==> config.mk <==
export PLATFORM = sky130hd
export DESIGN_NAME = tone_decoder
export DESIGN_NICKNAME = d
export VERILOG_FILES = /design/src/rtl/tone_decoder.sv
export SDC_FILE = /design/constraint.sdc
export NUM_CORES = 1
export LEC_CHECK = 0
export ABC_AREA = 1
export BUFFER_PORTS_ARGS = -buffer_cell sky130_fd_sc_hd__buf_2
export CORE_AREA = 2 2 93 95
export DETAILED_ROUTE_END_ITERATION = 8
export DIE_AREA = 0 0 95 97
export MAX_ROUTING_LAYER = met4
export PLACE_DENSITY = 0.66
export SYNTH_ARGS = -nofsm -noshare
export SYNTH_HDL_FRONTEND = slang
export SYNTH_SLANG_ARGS = --single-unit
==> constraint.sdc <==
create_clock -name clk -period 2.35 [get_ports clk]
set_input_delay 0.47 -clock clk [delete_from_list [all_inputs] [get_ports clk]]
set_output_delay 0.47 -clock clk [all_outputs]
set_load 0.01 [all_outputs]
==> src/rtl/tone_decoder.sv <==
// Tone period decoder: measures the time between rising edges of a 1-bit square wave
// and locks onto one of eight notes after CONFIRM matching periods; flags silence on timeout.
module tone_decoder #(
   parameter int P0      = 45866,
   parameter int P1      = 40863,
   parameter int P2      = 36402,
   parameter int P3      = 34359,
   parameter int P4      = 30612,
   parameter int P5      = 27273,
   parameter int P6      = 24297,
   parameter int P7      = 22933,
   parameter int TOL     = 512,
   parameter int CONFIRM = 2,
   parameter int TIMEOUT = 100000
) (
   input  logic       clk,
   input  logic       rstn,
   input  logic       tone_in,
   output logic [2:0] note,
   output logic       note_valid,
   output logic       note_start,
   output logic       silence
);

   typedef enum logic [1:0] {IDLE, MEASURE, LOCKED} state_t;

   localparam logic [7:0][17:0] PT = {18'(P7), 18'(P6), 18'(P5), 18'(P4),
                                      18'(P3), 18'(P2), 18'(P1), 18'(P0)};
   localparam logic [17:0] TOLW  = 18'(TOL);
   localparam logic [2:0]  CONF3 = 3'(CONFIRM);
   localparam logic [16:0] TO17  = 17'(TIMEOUT);

   state_t      state, state_n;
   logic [2:0]  sync;
   logic        rise;
   logic [16:0] cnt, cnt_n;
   logic [2:0]  cand, cand_n, mcnt, mcnt_n, note_n;
   logic        valid_n, start_n, silence_n;
   logic        hit;
   logic [2:0]  hit_k;

   // sync[1:0] is the synchronizer, sync[2] the previous synchronized sample
   assign rise = sync[1] & ~sync[2];

   // cnt holds the elapsed period when an edge arrives; scan downward so the lowest index wins
   always_comb begin
      hit   = 1'b0;
      hit_k = '0;
      for (int k = 7; k >= 0; k--) begin
         if (({1'b0, cnt} + TOLW >= PT[k]) && ({1'b0, cnt} <= PT[k] + TOLW)) begin
            hit   = 1'b1;
            hit_k = k[2:0];
         end
      end
   end

   always_ff @(posedge clk or negedge rstn) begin
      if (!rstn) begin
         state      <= IDLE;
         sync       <= '0;
         cnt        <= '0;
         cand       <= '0;
         mcnt       <= '0;
         note       <= '0;
         note_valid <= 1'b0;
         note_start <= 1'b0;
         silence    <= 1'b1;
      end else begin
         state      <= state_n;
         sync       <= {sync[1:0], tone_in};
         cnt        <= cnt_n;
         cand       <= cand_n;
         mcnt       <= mcnt_n;
         note       <= note_n;
         note_valid <= valid_n;
         note_start <= start_n;
         silence    <= silence_n;
      end
   end

   always_comb begin
      state_n   = state;
      cnt_n     = cnt;
      cand_n    = cand;
      mcnt_n    = mcnt;
      note_n    = note;
      valid_n   = note_valid;
      start_n   = 1'b0;
      silence_n = silence;

      if (rise)
         cnt_n = 17'd1;
      else if (state != IDLE && cnt != '1)
         cnt_n = cnt + 17'd1;

      case (state)
         IDLE: begin
            silence_n = 1'b1;
            valid_n   = 1'b0;
            if (rise) begin
               state_n   = MEASURE;
               mcnt_n    = '0;
               silence_n = 1'b0;
            end
         end
         MEASURE: begin
            if (rise) begin
               if (!hit)
                  mcnt_n = '0;
               else if (hit_k == cand)
                  mcnt_n = mcnt + 3'd1;
               else begin
                  cand_n = hit_k;
                  mcnt_n = 3'd1;
               end
               if (hit && mcnt_n >= CONF3) begin
                  state_n = LOCKED;
                  note_n  = hit_k;
                  valid_n = 1'b1;
                  start_n = 1'b1;
               end
            end else if (cnt == TO17) begin
               state_n   = IDLE;
               cnt_n     = '0;
               silence_n = 1'b1;
               valid_n   = 1'b0;
            end
         end
         LOCKED: begin
            if (rise) begin
               if (!(hit && hit_k == note)) begin
                  state_n = MEASURE;
                  valid_n = 1'b0;
                  cand_n  = hit ? hit_k : cand;
                  mcnt_n  = hit ? 3'd1 : 3'd0;
               end
            end else if (cnt == TO17) begin
               state_n   = IDLE;
               cnt_n     = '0;
               silence_n = 1'b1;
               valid_n   = 1'b0;
            end
         end
         default: state_n = IDLE;
      endcase
   end

endmodule

==> flow_summary.toml <==
[floorplanning]
io_pins = 9
die_y_um = 97
initial_core_util_pct = 41.44
die_area_um2 = 9215
die_w_um = 95
rows = 33
core-area_um2 = 8134

[setup_path]
crit_path_cell_trace = "ha_4, inv_4, nor2_8, xor2_4, buf_6, nand2_1, nand2_2, nand2_2, nand2_2, nand2_4, buf_6, o21ai_4, xnor2_2, nor2_4, buf_6, nand2_2, nand2_2, nand2_4, nand3b_1, nand2_1"
cp.required_ns = 2.53
path_common_cell = "nand2_2"
critPathKind = "reg2reg"
regToRegSetupSlack_ns = -0.43
timing.critical_path.from_type = "flip-flop"
slowest_delay_ns = 0.50
critPathCaptureType = "flip-flop"
worstPathArrival_ns = 2.96
startpoint = "cnt[10]$_DFF_PN0_"
crit_slowest_cell = "dfrtp_2"
rr_worst_depth = 20
worstPathMaxFanout = 7
r2r_start = "cnt[10]$_DFF_PN0_"

[global_route]
antenna_found_initial = 0
grtUsageTotal_pct = 29.60
grt_max_degree = 35
grt_pass1_wl_um = 20790
grt_overflow = 0
grt_pass1_vias = 4159

[synth]
synthDistinctLibCells = 41
syn_nets = 568
synthTopCellsByCount = "nand2_1 (161), nor2_1 (67), inv_1 (63), nand3_1 (50), dfrtp_1 (33)"
synth.largest_area_cell = "dfrtp_1"
synth_top_cell_area_share_pct = 24.50
ys_seq_area_share_pct = 25.28
async_flop_share_pct = 100.0
yosys_warnings = 0
syn_area_um2 = 3371
avgSynthCellArea_um2 = 6.106
synth_area_leaders = "dfrtp_1 (24%), nand2_1 (18%), nor2_1 (7.5%), nand3_1 (7.4%), inv_1 (7.0%)"
yosys_most_used_dff = "dfrtp_1"
ys_ff_latch = 34
yosysMostFrequentCell = "nand2_1"
synthCells = 552
synth_edf_count = 0

[clock_tree]
clk_latency_ns = 0.29
tritoncts = "done"
htree_levels = 2
cts_buffers = 5
clockRootBuffer = "clkbuf_8"
cts_max_path_buffers = 2
path_clk_slew_ns = 0.08
cts.sinks = 34

[timing]
tightest_slew_ns = 0.7938
period_share_pct = 118.4
drv_slew = 0
setup_ws_ns = -0.4315
grt_setup_unrepaired = "yes"
slew_headroom_pct = 47.08
hold_violations = 0
fmax_ghz = 0.3595
setup_violations = 13
clock_skew_ns = 0.003736
hold_ws_ns = 0.2440
layout_min_cycle_time_ns = 2.782

[run_status]
status = "finished, violations left"
violations = "setup timing"

[drt]
routed_wirelength_um = 12830
num_vias = 4247
via_per_inst = 5.296
ant_nets = 0
dr.pass1.iters = 6
drtIter0Drc = 295
wl_per_cell_um = 16.00
drc_errors = 0

[finish]
finish.net_count = 712
stdcell_count = 802
syn2layout_area_growth_pct = 57.02
drive_above_1_share_pct = 44.76
num_antenna_cells = 0

[power_and_ir_drop]
powerDensity_nw_per_um2 = 898.8
ir_drop_uv = 670.2
power.total_uw = 4757
p_leak_uw = 0.002786

[place]
gp_congestion = 0.9909
dp_cells = 778
dp_hpwl_um = 9985
place.port_buffers = 8

[flow_run]
maxCapViolations = 0

[min_path]
hp-class = "in2async"
-- logic make-up (layout without fill, tap and decap cells) --
logic type	count (synthesis)	count (layout)	share of synthesized area (%)
simple gates	344	344	46.18
xor+xnor	9	9	2.896
buf+inv	85	230	10.13
fa+ha+maj	13	13	4.826
flops	34	34	25.28
compound gates	67	67	10.69
-- worst paths after layout --
check	end
min	cnt[15]$_DFF_PN0_
max reg2reg	cand[0]$_DFFE_PN0P_
min reg2reg	sync[1]$_DFF_PN0_
min in group clk	sync[0]$_DFF_PN0_
max in group asynchronous	cnt[0]$_DFF_PN0_
max	cand[0]$_DFFE_PN0P_
-- critical path: cells and delay by family, from the launching register on --
kind                     cells  cell delay [ns]
flip-flops                   1             0.50
AND/OR/NAND/NOR             12             0.97
adder cells (fa/ha/maj)      1             0.21
XOR/XNOR                     2             0.37
buffers and inverters        4             0.45
AO/OA/AOI/OAI                1             0.15
-- timing repair --
action | 4_1_cts | 5_1_grt
gates resized for setup | 52 | 94
setup endpoints to repair | 23 | 19
setup buffers | 6 | 11
hold buffers | 0 | 0
pin swaps | 22 | 32
-- state kept, by name (all words and copies together) (netlist names) --
signal,cells
cand,3
cnt,17
mcnt,3
note,3
note_start,1
note_valid,1
silence,1
state,2
sync,3
-- final cells by class --
type	instances	area, um2
Timing Repair Buffer	149	1145
Tap cell	105	131.4
Clock buffer	5	68.82
Clock inverter	3	68.82
Sequential cell	34	863.3
Fill cell	760	2841
Inverter	73	291.5
Multi-Input combinational cell	433	2724
-- per-stage QoR --
step	setup TNS (ns)	setup slack (ns)	utilization, %	cell area [um2]
floorplan	-0.008823	-0.002819	-	3475
global placement	-4.886	-0.3954	55.61	4523
detailed placement	-5.329	-0.4228	55.61	4523
CTS	-3.313	-0.3078	59.91	4873
global route	-7.150	-0.5918	65.07	5293
finish	-4.915	-0.4315	65.07	5293
-- power by group --
group	total [uW]	internal [uW]	switching, uW
logic	3220	1440	1790
registers	867	714	153
clock network	668	425	243
-- cells in the final DEF (no fill, tap or decap), types with 2 or more instances in the layout --
cell type	instances
buf_4	131
nand2_1	115
nor2_1	56
inv_1	51
nand2_2	39
nand3_1	36
dfrtp_1	24
a21oi_1	22
nand2_4	17
inv_2	15
nand3_2	15
nand4_1	15
o21ai_0	15
o21ai_1	11
dfrtp_2	9
buf_6	9
nor3_2	8
nor2_4	8
nor3_1	8
ha_1	8
buf_2	8
inv_4	7
nor2_2	7
a21oi_2	6
xor2_1	5
o21ai_2	5
clkbuf_8	5
o211ai_1	4
nand3b_1	4
ha_4	4
nor4_1	3
nor3_4	3
and3_1	2
nor3b_1	2
bufinv_16	2
-- metal layers --
metal,vias to the layer above,track usage [%],part of all wire (%)
met1,1988,39.93,44
li1,2078,-,-
met3,28,4.283,6.6
met2,153,46.43,47
met4,0,7.804,2.4
met5,-,-,0
(Power assumes the default switching activity.)
